## config.mk

```make
export PLATFORM = sky130hd
export DESIGN_NAME = entry_controller
export DESIGN_NICKNAME = d
export VERILOG_FILES = /design/src/rtl/entry_controller.sv
export SDC_FILE = /design/constraint.sdc
export NUM_CORES = 1
export LEC_CHECK = 0
export ABC_AREA = 1
export BUFFER_PORTS_ARGS = -buffer_cell sky130_fd_sc_hd__buf_2
export CAP_MARGIN = 20
export CORE_ASPECT_RATIO = 2
export CORE_MARGIN = 2
export CORE_UTILIZATION = 30
export CTS_CLUSTER_SIZE = 12
export DETAILED_ROUTE_END_ITERATION = 10
export GPL_ROUTABILITY_DRIVEN = 0
export HOLD_SLACK_MARGIN = 0.15
export PLACE_DENSITY = 0.6
export RECOVER_POWER = 50
export SYNTH_ARGS = -nofsm -noshare
export SYNTH_HDL_FRONTEND = slang
export SYNTH_SLANG_ARGS = --single-unit
```

## constraint.sdc

```tcl
create_clock -name clk -period 2 [get_ports clk]
set_input_delay 0 -clock clk [delete_from_list [all_inputs] [get_ports clk]]
set_output_delay 0 -clock clk [all_outputs]
set_load 0.05 [all_outputs]
```

## src/rtl/entry_controller.sv

```systemverilog
// entry_controller: keypad entry sequencer for the calculator input unit.
//
// Collects two BCD operands digit by digit under a movable cursor, latches
// the operator, launches the ALU with a start/done handshake and holds the
// result for display or chaining.
//
// Ports:
//   clk         system clock
//   reset       asynchronous reset, active-low
//   pre         raw key-press strobe (asynchronous to clk)
//   value       key code, stable while pre is high
//   clear       synchronous clear, active-high, highest priority
//   alu_done    one-cycle ALU completion pulse
//   alu_err     ALU error flag, valid with alu_done
//   alu_result  BCD result, valid with alu_done
//   operand_a   latched first operand
//   operand_b   latched second operand
//   op          operator: 00 add, 01 sub, 10 mul
//   start       one-cycle ALU launch pulse
//   busy        high while waiting on the ALU
//   cursor      current digit position, 0 = most significant
//   disp        entry/result buffer, digit i at [4*(DIGITS-1-i)+:4]
//   err         result error indicator
//
// state   | meaning
// --------+-----------------------------------------------
// ENTER_A | editing the first operand
// ENTER_B | editing the second operand, operator latched
// CALC    | ALU launched, waiting for alu_done; keys dropped
// RESULT  | result displayed; digit restarts, operator chains

module entry_controller #(
    parameter int DIGITS = 6,
    parameter int CW     = 3
) (
    input  logic                clk,
    input  logic                reset,
    input  logic                pre,
    input  logic [3:0]          value,
    input  logic                clear,
    input  logic                alu_done,
    input  logic                alu_err,
    input  logic [4*DIGITS-1:0] alu_result,
    output logic [4*DIGITS-1:0] operand_a,
    output logic [4*DIGITS-1:0] operand_b,
    output logic [1:0]          op,
    output logic                start,
    output logic                busy,
    output logic [CW-1:0]       cursor,
    output logic [4*DIGITS-1:0] disp,
    output logic                err
);

    typedef enum logic [1:0] {
        ENTER_A = 2'd0,
        ENTER_B = 2'd1,
        CALC    = 2'd2,
        RESULT  = 2'd3
    } state_t;

    localparam logic [CW-1:0] CUR_MAX = CW'(DIGITS - 1);

    state_t state_q, state_d;

    // Two-flop synchronizer; a press is the first cycle s0 is seen high.
    logic s0, s1, press;

    always_ff @(posedge clk or negedge reset) begin
        if (!reset) begin
            s0 <= 1'b0;
            s1 <= 1'b0;
        end else begin
            s0 <= pre;
            s1 <= s0;
        end
    end

    assign press = s0 & ~s1;

    logic k_digit, k_oper, k_left, k_right, k_equal;

    always_comb begin
        k_digit = press && (value <= 4'd9);
        k_oper  = press && (value >= 4'd10) && (value <= 4'd12);
        k_left  = press && (value == 4'd13);
        k_equal = press && (value == 4'd14);
        k_right = press && (value == 4'd15);
    end

    // Buffer with the key written at the cursor, and saturating cursor moves.
    logic [4*DIGITS-1:0] digit_wr;
    logic [CW-1:0]       cur_inc, cur_dec;
    logic [1:0]          key_op;

    always_comb begin
        digit_wr = disp;
        for (int i = 0; i < DIGITS; i++) begin
            if (cursor == CW'(i)) begin
                digit_wr[4*(DIGITS-1-i) +: 4] = value;
            end
        end
        cur_inc = (cursor == CUR_MAX)  ? cursor : cursor + CW'(1);
        cur_dec = (cursor == '0)       ? cursor : cursor - CW'(1);
        key_op  = 2'(value - 4'd10);
    end

    always_ff @(posedge clk or negedge reset) begin
        if (!reset) begin
            state_q <= ENTER_A;
        end else begin
            state_q <= state_d;
        end
    end

    always_comb begin
        state_d = state_q;
        if (clear) begin
            state_d = ENTER_A;
        end else begin
            case (state_q)
                ENTER_A: if (k_oper)   state_d = ENTER_B;
                ENTER_B: if (k_equal)  state_d = CALC;
                CALC:    if (alu_done) state_d = RESULT;
                RESULT: begin
                    if (k_digit)     state_d = ENTER_A;
                    else if (k_oper) state_d = ENTER_B;
                end
                default: state_d = ENTER_A;
            endcase
        end
    end

    logic [4*DIGITS-1:0] disp_d, operand_a_d, operand_b_d;
    logic [CW-1:0]       cursor_d;
    logic [1:0]          op_d;
    logic                err_d, start_d;

    always_comb begin
        disp_d      = disp;
        cursor_d    = cursor;
        operand_a_d = operand_a;
        operand_b_d = operand_b;
        op_d        = op;
        err_d       = err;
        start_d     = 1'b0;
        if (clear) begin
            disp_d      = '0;
            cursor_d    = '0;
            operand_a_d = '0;
            operand_b_d = '0;
            op_d        = 2'b00;
            err_d       = 1'b0;
        end else begin
            case (state_q)
                ENTER_A, ENTER_B: begin
                    if (k_digit) begin
                        disp_d   = digit_wr;
                        cursor_d = cur_inc;
                    end else if (k_left) begin
                        cursor_d = cur_dec;
                    end else if (k_right) begin
                        cursor_d = cur_inc;
                    end else if (k_oper) begin
                        op_d = key_op;
                        // In ENTER_B an operator only replaces the pending op.
                        if (state_q == ENTER_A) begin
                            operand_a_d = disp;
                            disp_d      = '0;
                            cursor_d    = '0;
                        end
                    end else if (k_equal && (state_q == ENTER_B)) begin
                        operand_b_d = disp;
                        start_d     = 1'b1;
                    end
                end
                CALC: begin
                    if (alu_done) begin
                        disp_d   = alu_result;
                        err_d    = alu_err;
                        cursor_d = '0;
                    end
                end
                RESULT: begin
                    if (k_digit) begin
                        disp_d                     = '0;
                        disp_d[4*DIGITS-1 -: 4]    = value;
                        cursor_d                   = CW'(1);
                        err_d                      = 1'b0;
                    end else if (k_oper) begin
                        // Chain the displayed result in as the first operand.
                        operand_a_d = disp;
                        op_d        = key_op;
                        disp_d      = '0;
                        cursor_d    = '0;
                        err_d       = 1'b0;
                    end
                end
                default: ;
            endcase
        end
    end

    always_ff @(posedge clk or negedge reset) begin
        if (!reset) begin
            disp      <= '0;
            cursor    <= '0;
            operand_a <= '0;
            operand_b <= '0;
            op        <= 2'b00;
            err       <= 1'b0;
            start     <= 1'b0;
            busy      <= 1'b0;
        end else begin
            disp      <= disp_d;
            cursor    <= cursor_d;
            operand_a <= operand_a_d;
            operand_b <= operand_b_d;
            op        <= op_d;
            err       <= err_d;
            start     <= start_d;
            busy      <= (state_d == CALC);
        end
    end

endmodule

```

==> results of run 1 <==
[how the worst max path moves through the flow]
stage	startpoint	endpoint	cells after the start
after floorplan	cursor[1]	disp[0]	9
after global placement	state_q[1]	operand_a[0]	7
after detailed placement	state_q[1]	operand_a[19]	7
after CTS	state_q[1]	operand_a[7]	8
after global routing	s1	disp[16]	9
final	state_q[1]	operand_b[12]	8
[cell families (layout without fill, tap and decap cells)]
group | count (synthesis) | in the layout | share of synthesized area [%]
compound gates | 75 | 75 | 10.3
xor+xnor | 1 | 1 | 0.208
fa+ha+maj | 6 | 6 | 1.78
buf+inv | 53 | 196 | 6.18
flops | 84 | 84 | 49.9
simple gates | 296 | 296 | 31.6
[cell type report]
cell class | instances | area share (%)
timing repair buffer | 152 | 16.7
sequential | 84 | 37.8
inverter | 28 | 1.89
multi-input combinational | 378 | 33.3
clock buffer | 11 | 4.55
tap | 189 | 4.26
clock inverter | 5 | 1.46
[cells in the final DEF, fill, tap and decap left out, types with 4 or more instances in the layout]
cell           count
a21oi_1            9
buf_2             73
buf_4              4
clkbuf_1          39
clkbuf_16          9
dfrtp_1           84
dlygate4sd3_1     31
ha_1               6
inv_1             20
inv_2              8
nand2_1          169
nand2_2            8
nand3_1           10
nand3_2            7
nand4_1           28
nor2_1            60
nor2_4             8
o21ai_0           22
o21ai_1           27
o21ai_2           11
[flip-flops by register name, indices dropped and copies added, names as in the netlist, 2 cells and up]
name       flops
cursor         3
disp          24
op             2
operand_a     24
operand_b     24
state_q        2
[metrics by stage]
| stage | cell area, µm² | cells |
|---|---|---|
| 5_1_grt | 5560 | 847 |
| 6_report | 5560 | 847 |
| 4_1_cts | 5620 | 847 |
| 3_5_place_dp | 4970 | 800 |
| 3_3_place_gp | 4970 | 800 |
| 2_1_floorplan | 4210 | 515 |
[power groups by stage]
stage / logic (mW) / clock network [mW] / registers, mW
floorplan: 0.230 / 0 / 1.96
global placement: 0.562 / 0 / 1.82
detailed placement: 0.571 / 0 / 1.82
CTS: 0.618 / 1.89 / 1.79
global route: 0.656 / 1.96 / 1.79
finish: 0.606 / 1.85 / 1.79
[synthesized netlist by cell type, drive strengths merged]
master / n
nor2: 71
buf: 14
clkbuf: 11
o21bai: 3
inv: 28
or3: 1
xnor2: 1
nor3: 1
nand4: 28
o211ai: 2
dfrtp: 84
a22oi: 1
nand2: 178
ha: 6
a21oi: 9
o21ai: 60
nand3: 17
[routing by layer]
| layer | GRT usage, % | share of wire [%] | vias up |
|---|---|---|---|
| met2 | 29.6 | 53 | 126 |
| met3 | 2.78 | 3.9 | 39 |
| met5 | 0 | 0 | - |
| met4 | 10.4 | 5.1 | 0 |
| li1 | - | - | 1965 |
| met1 | 18.6 | 38 | 1850 |
[what timing repair did]
action	4_1_cts	5_1_grt
hold buffers	31	0
resized for setup	0	1
hold endpoints to repair	115	0
setup endpoints to repair	0	1
[critical path, delay by kind of cell, from the launching register on]
kind	cells	cell delay [ps]
AO/OA/AOI/OAI	2	280
AND/OR/NAND/NOR	3	350
buffers and inverters	3	410
flip-flops	1	610
==> metrics.cfg, run 1 <==
[clock_network]
clock-sinks=84
clkLatencyLatePin_ps=340
numCtsBuffers=9
path_clk_slew_ps=60
post_cts.repair.setup_buffers=0
cts-root-buf=clkbuf_16
cts_tree=built
h-tree-depth=3
clock_path_buffers=2

[placement]
hpwlAfterDp_um=9530
io_buffers=113
preCtsSetupSlack_ps=140

[timing]
timing.fmax_ghz=0.555
worstMarginPinSlew_ps=1170
min_period_over_period_pct=90.1
hold_viol=0
hold_ws_ps=187
setup_viol_count_final=0
rsz0062_at_grt=false
tns_ps=0
min_period_ps=1800
fin_ws_ps=199
relSlewSlack_pct=22.2
slew_viol_final=0
fin_worst_skew_ps=8.97

[worst_setup_path]
path_common_cell=nand2_1
worstReg2RegEnd=operand_b[12]
critPathSlowestCell=dfrtp_1
worst_setup_path_end_kind=flop
worstPathArrival_ps=2020
path_cells=inv_2, o21ai_1, nand2_1, nand2_1, inv_2, buf_12, nand2_1, o21ai_1
ff2ff_path_depth=8
r2r-start=state_q[1]
r2r_slack_ps=200
critPathKind=flop to flop
slowest_delay_ps=610
start_kind=flop
critical_path_required_ps=2220
critPathMaxFanout=48

[min_path]
min_from=value[2]
timing.hold.worst.class=input port to flop
min_path_cells=5
hold_path_end=disp[22]

[routing]
wirelength_um=12500
vias=3980
vias_per_cell=4.70
ant_nets=0
first_iter_violations=180
wl_per_cell_um=14.8
dr.pass1.iters=4
drcViolationCount=0

[floorplan]
initial_core_util_pct=30.5
ios=114
core-area_mm2=0.0138
die_w_um=87.8
placementRows=61
dieHeight_um=172
die_area_mm2=0.0151

[grt]
grt_pass1_vias=3859
grt.total_usage_pct=16.9
grt_pass1_wl_um=19500
grt_max_degree=85
antenna_found_initial=0
overflow=0

[cells_and_area]
regArea_mm2=0.00210
fin_nets=693
fin_util_pct=40.2
drive_above_1_share_pct=21.9
nFillCells=1432
antenna_cells=0
syn_to_final_growth_pct=32.0
multiInputGateArea_mm2=0.00185

[power_and_ir_drop]
finalPower_mw=4.24
peakVddDrop_uv=431
clockPowerShare_pct=43.6
switchingPower_mw=1.16
p_comb_share_pct=14.3
seqPwrFrac_pct=42.2
swShare_pct=27.3
leakagePower_nw=2.92
p_int_mw=3.08
power.density_mw_per_mm2=763

[logic_synthesis]
syn_avg_cell_area_um2=8.17
netlist_instances=515
ys_warn_count=0
synthDistinctLibCells=28
synth_top_area_cell=dfrtp_1
syn-cell-area_mm2=0.00421
ys_seq_area_share_pct=49.9
syn_nets=555
synthTopCellsByArea=dfrtp_1 50%, nand2_1 15%, nor2_1 5.4%
synthDominantCellAreaShare_pct=49.9
ys_ff_latch=84

[job]
drv_cap=0

[status]
status=finished clean

Power figures use the tool's default switching activity.
==> run 2, diff against run 1 <==
- ABC_AREA: 1 -> default
==> metrics.cfg, run 2 <==
[status]
status=complete, but fails checks
failed_checks=negative setup slack

[cells_and_area]
nFillCells=1248  ; -13%
final_common_cell=dfrtp_1
drive_above_1_share_pct=28.4  ; +6.5 points
top_regs=disp: 24 flops, operand_a: 24 flops, operand_b: 24 flops
finalNonFillerCells=693  ; -18%
layout_common_cells=84 x dfrtp_1, 83 x nand2_1, 82 x buf_2
syn_to_final_growth_pct=38.3
fin_nets=578  ; -17%
antenna_cells=0  ; unchanged

[clock_network]
clock-sinks=84  ; unchanged
clock_path_buffers=2  ; unchanged
post_cts.repair.setup_buffers=0  ; unchanged
numCtsBuffers=9  ; unchanged
h-tree-depth=3  ; unchanged
clkLatencyLatePin_ps=340  ; about the same
cts-root-buf=clkbuf_16
path_clk_slew_ps=60  ; about the same
cts_tree=built

[worst_setup_path]
critPathSlowestCell=a21oi_1
path_cells=nor2b_1, buf_4, a31oi_1, o311ai_4, a21oi_1, mux2_2
worstPathArrival_ps=2240  ; +220 ps
critical_path_required_ps=2220  ; about the same
startpoint=s0
critPathMaxFanout=9  ; -81%
cp_num_buf_inv=1  ; -2
worst_setup_path_end_kind=flop
r2r-start=s0
slowest_delay_ps=390  ; -220 ps
critPathKind=flop to flop
cpLargestDelayFamily=compound AO/OA/AOI/OAI gates
start_kind=flop

[logic_synthesis]
synth_ff_type=dfrtp_1
synth_edf_count=0  ; unchanged
synth_top_area_cell=dfrtp_1
ys_seq_area_share_pct=54.4  ; +4.4 points
netlist_instances=384  ; -25%
synthDominantCellAreaShare_pct=54.4  ; +4.4 points
synthTopCellsByArea=dfrtp_1 54%, nand2_1 8.1%, a21oi_1 8.0%
synthDistinctLibCells=41  ; +46%
syn_nets=424  ; -24%
ys_warn_count=0  ; unchanged
async_flop_share_pct=100  ; unchanged
yosysMostFrequentCell=dfrtp_1
syn-cell-area_mm2=0.00387  ; -8.1%
syn_avg_cell_area_um2=10.1  ; +23%
synth_common_cells=84 x dfrtp_1, 83 x nand2_1, 62 x a21oi_1
ys_ff_latch=84  ; unchanged

[routing]
wirelength_um=11700  ; -6.2%
first_iter_violations=175  ; -2.8%
vias=3476  ; -13%
vias_per_cell=5.02  ; +6.7%
drcViolationCount=0  ; unchanged
ant_nets=0  ; unchanged
dr.pass1.iters=6  ; +2
wl_per_cell_um=17.0  ; +15%

[timing]
relSlewSlack_pct=27.6  ; +5.4 points
timing.fmax_ghz=0.495  ; -11%
rsz0062_at_grt=true
min_period_over_period_pct=101  ; +11 points
min_period_ps=2020  ; +220 ps
hold_viol=0  ; unchanged
setup_viol_count_final=8  ; +8
fin_worst_skew_ps=7.46  ; -1.51 ps
fin_ws_ps=-21.1  ; -220 ps
slew_viol_final=0  ; unchanged
worstMarginPinSlew_ps=1090  ; -80.8 ps

[grt]
grt.total_usage_pct=16.9  ; -0.064 points
grt_max_degree=44  ; -48%
overflow=0  ; unchanged
grt_pass1_wl_um=18200  ; -6.7%
grt_pass1_vias=3521  ; -8.8%
antenna_found_initial=0  ; unchanged

[power_and_ir_drop]
finalPower_mw=4.09  ; -3.5%
leakagePower_nw=2.61  ; -11%
power.density_mw_per_mm2=765  ; +0.22%
peakVddDrop_uv=544  ; +26%

[floorplan]
die_area_mm2=0.0139  ; -7.9%
die_w_um=84.3  ; -4.0%
placementRows=58  ; -4.9%
initial_core_util_pct=30.8  ; +0.33 points
ios=114  ; unchanged
dieHeight_um=165  ; -4.1%
core-area_mm2=0.0126  ; -9.1%

[placement]
io_buffers=113  ; unchanged
hpwlAfterDp_um=8880  ; -6.9%
preCtsSetupSlack_ps=0.702  ; -140 ps
dp.cells=646  ; -19%

[min_path]
min_from=alu_result[3]
timing.hold.worst.class=input port to flop

[job]
drv_cap=0  ; unchanged

==> run 2: cell count changes after synthesis, sizes merged, moves of 6 or more <==
cell / change
nand2: -95
nor2: -64
o21ai: -54
a21oi: +53
nand4: -28
a22o: +24
mux2: +24
inv: -15
nand3: -6
==> run 2: repair_timing <==
action / in CTS / in global routing
endpoints found under the hold margin: 123 / 0
hold buffers: 31 / 0
endpoints found under the setup margin: 1 / 24
resized for setup: 0 / 3
==> run 2: final timing paths <==
kind                                 end  slack, ps  cells after the start
hold reg to reg                       s1        470                      1
min in group asynchronous     state_q[1]        400                      2
setup reg to reg                 disp[2]        -20                      6
hold / removal                   disp[3]        150                      4
max in group asynchronous  operand_b[18]        350                      3
setup / recovery                 disp[2]        -20                      6
==> run 2: power breakdown <==
group / switching, mW / total, mW / internal (mW)
logic: 0.257 / 0.411 / 0.154
clock network: 0.701 / 1.93 / 1.23
registers: 0.0254 / 1.75 / 1.72
total: 0.983 / 4.09 / 3.11
==> run 2: area by class of cell <==
type | instances | area [µm²] | area share [%]
multi-input cells | 263 | 1640 | 30.6
well taps | 150 | 188 | 3.51
repair buffers | 167 | 1020 | 19.1
clock buffers | 9 | 225 | 4.21
clock inverters | 7 | 123 | 2.29
flip-flops and latches | 84 | 2100 | 39.3
inverters | 13 | 48.8 | 0.912
==> run 2: through the flow <==
step                      TNS, ps  util [%]  cell area [µm²]  hold slack [ps]
after floorplan                 0         -             3870             -296
after detailed placement        0      37.6             4720             37.9
after global routing        -1200      42.6             5350              181
after global placement          0      37.6             4720             28.1
final                       -86.1      42.6             5350              153
after CTS                   -6.40      42.9             5380              154
==> run 2: metal layers <==
layer	vias up	track usage, %	part of all wire [%]
met3	26	2.65	4.6
met1	1666	18.9	39
met2	131	30.6	53
li1	1653	-	-
met5	-	0	0
met4	0	8.65	3.3
==> run 2: kinds of logic (layout without fill, tap and decap cells) <==
group	after synthesis	in the layout	share of synthesized area, %
and+or+nand+nor	118	118	13.2
AOI/OAI and AO/OA	110	110	18.3
DFF	84	84	54.4
xor gates and xnor gates	1	1	0.227
adders and majority gates	6	6	1.94
muxes	28	28	8.03
buffers and inverters	37	196	3.92
==> run 2: worst min-delay path, stage by stage <==
cell and delay, ps:
buf_2 80, nand2_1 80, a21oi_1 150, mux2_2 150
==> run 3, diff against run 2 <==
- RECOVER_POWER: 50 -> 100
==> metrics.cfg, run 3 (synthesis results as in run 2) <==
[status]
status=complete, but fails checks
failed_checks=negative setup slack

[timing]
worstMarginPinSlew_ps=1090  ; -0.875 ps
min_period_ps=2020  ; +2.08 ps
hold_viol=0  ; unchanged
setup_viol_count_final=12  ; +4
hold_ws_ps=156  ; +3.30 ps
fin_ws_ps=-23.2  ; -2.08 ps
timing.fmax_ghz=0.494  ; -0.10%
fin_worst_skew_ps=7.81  ; +0.355 ps
tns_ps=-96.5  ; -10.4 ps
relSlewSlack_pct=27.6  ; +0.058 points
slew_viol_final=0  ; unchanged
min_period_over_period_pct=101  ; +0.10 points
rsz0062_at_grt=true

[routing]
wirelength_um=11800  ; +0.84%
wl_per_cell_um=17.1  ; +0.84%
first_iter_violations=155  ; -11%
vias=3490  ; +0.40%
dr.pass1.iters=4  ; -2
drcViolationCount=0  ; unchanged
vias_per_cell=5.04  ; +0.40%
ant_nets=0  ; unchanged

[floorplan]
core-area_mm2=0.0126  ; unchanged
ios=114  ; unchanged
die_area_mm2=0.0139  ; unchanged
die_w_um=84.3  ; unchanged
initial_core_util_pct=30.8  ; unchanged
dieHeight_um=165  ; unchanged
placementRows=58  ; unchanged

[min_path]
min_from=alu_result[3]
hold_path_end=disp[3]
timing.hold.worst.class=input port to flop
min_path_cells=4  ; unchanged

[power_and_ir_drop]
peakVddDrop_uv=543  ; -0.19%
leakagePower_nw=2.39  ; -8.4%
power.density_mw_per_mm2=774  ; +1.2%

[worst_setup_path]
critPathMaxFanout=9  ; unchanged
worstReg2RegEnd=disp[2]
slowest_delay_ps=390  ; about the same
worstPathArrival_ps=2240  ; about the same
critPathSlowestCell=a21oi_1
ff2ff_path_depth=6  ; unchanged
cpLargestDelayFamily=compound AO/OA/AOI/OAI gates
r2r_slack_ps=-20  ; about the same
critical_path_required_ps=2220  ; about the same
path_cells=nor2b_1, buf_4, a31oi_1, o311ai_4, a21oi_1, mux2_2
critPathKind=flop to flop
start_kind=flop
r2r-start=s0
cp_num_buf_inv=1  ; unchanged
worst_setup_path_end_kind=flop

[cells_and_area]
syn_to_final_growth_pct=36.5
final_common_cell=dfrtp_1
antenna_cells=0  ; unchanged
top_regs=disp: 24 flops, operand_a: 24 flops, operand_b: 24 flops
finalNonFillerCells=693  ; unchanged
layout_common_cells=84 x dfrtp_1, 83 x nand2_1, 80 x clkbuf_1
drive_above_1_share_pct=18.8  ; -9.6 points
fin_area_mm2=0.00528  ; -1.3%
fin_nets=578  ; unchanged

[clock_network]
clock-sinks=84  ; unchanged
cts-root-buf=clkbuf_16
clock_path_buffers=2  ; unchanged
h-tree-depth=3  ; unchanged
path_clk_slew_ps=60  ; about the same
cts_tree=built
numCtsBuffers=9  ; unchanged
clkLatencyLatePin_ps=340  ; about the same

[grt]
overflow=0  ; unchanged
grt_pass1_vias=3521  ; unchanged
grt.total_usage_pct=16.9  ; unchanged
grt_pass1_wl_um=18200  ; unchanged
grt_max_degree=44  ; unchanged
antenna_found_initial=0  ; unchanged

[placement]
io_buffers=113  ; unchanged
place_area_mm2=0.00472  ; unchanged
hpwlAfterDp_um=8880  ; unchanged
dp.cells=646  ; unchanged
preCtsSetupSlack_ps=0.702  ; unchanged

[job]
drv_cap=0  ; unchanged

==> run 3: cell count changes in the layout (fill, tap and decap cells not counted), moves of 2 or more <==
cell      delta
clkbuf_2     +2
clkbuf_4     +4
buf_4        -5
buf_2       -51
clkbuf_1    +50
==> run 3: stage by stage <==
step	power, mW	util [%]
floorplan	1.98	-
global placement	2.14	37.6
detailed placement	2.15	37.6
CTS	4.13	42.9
global route	4.22	42.0
finish	4.08	42.0
==> run 3: routing by layer <==
layer	up-vias	share of wire (%)	GRT usage, %
met1	1703	39	18.9
li1	1651	-	-
met2	112	53	30.6
met4	0	3.2	8.65
met3	24	4.5	2.65
met5	-	0	0
==> run 3: how the worst max path moves through the flow <==
| stage | from | end | slack (ps) | cells after the start |
|---|---|---|---|---|
| after global routing | s0 | disp[2] | -100 | 6 |
| after CTS | s0 | disp[19] | -6 | 6 |
| after detailed placement | s0 | disp[19] | 0.7 | 6 |
| after floorplan | cursor[0] | cursor[0] | 110 | 6 |
| final | s0 | disp[2] | -20 | 6 |
| after global placement | s0 | disp[9] | 8 | 6 |
==> run 3: final cells by class <==
cell class / count / area, µm²
timing repair buffer: 167 / 958
clock inverter: 7 / 123
clock buffer: 9 / 225
tap: 150 / 188
sequential: 84 / 2100
multi-input combinational: 263 / 1630
fill: 1290 / 7280
inverter: 13 / 48.8
==> run 3: where the power goes <==
group          internal [mW]  switching [mW]
Combinational          0.148           0.258
Clock                   1.23           0.700
Sequential              1.72          0.0262
Total                   3.10           0.984
==> run 3: timing repair <==
action | in CTS | in global routing
endpoints found under the setup margin | 1 | 24
hold endpoints to repair | 123 | 0
hold buffers | 31 | 0
pin swaps | 0 | 0
buffers inserted | 0 | 0
gates resized for setup | 0 | 3
==> run 3: worst reg2reg max path, delay by kind of cell (launching register included) <==
| kind | cells | cell delay (ps) |
|---|---|---|
| buffers and inverters | 1 | 160 |
| AND/OR/NAND/NOR | 1 | 130 |
| multiplexers | 1 | 390 |
| flip-flops | 1 | 370 |
| AO/OA/AOI/OAI | 3 | 870 |
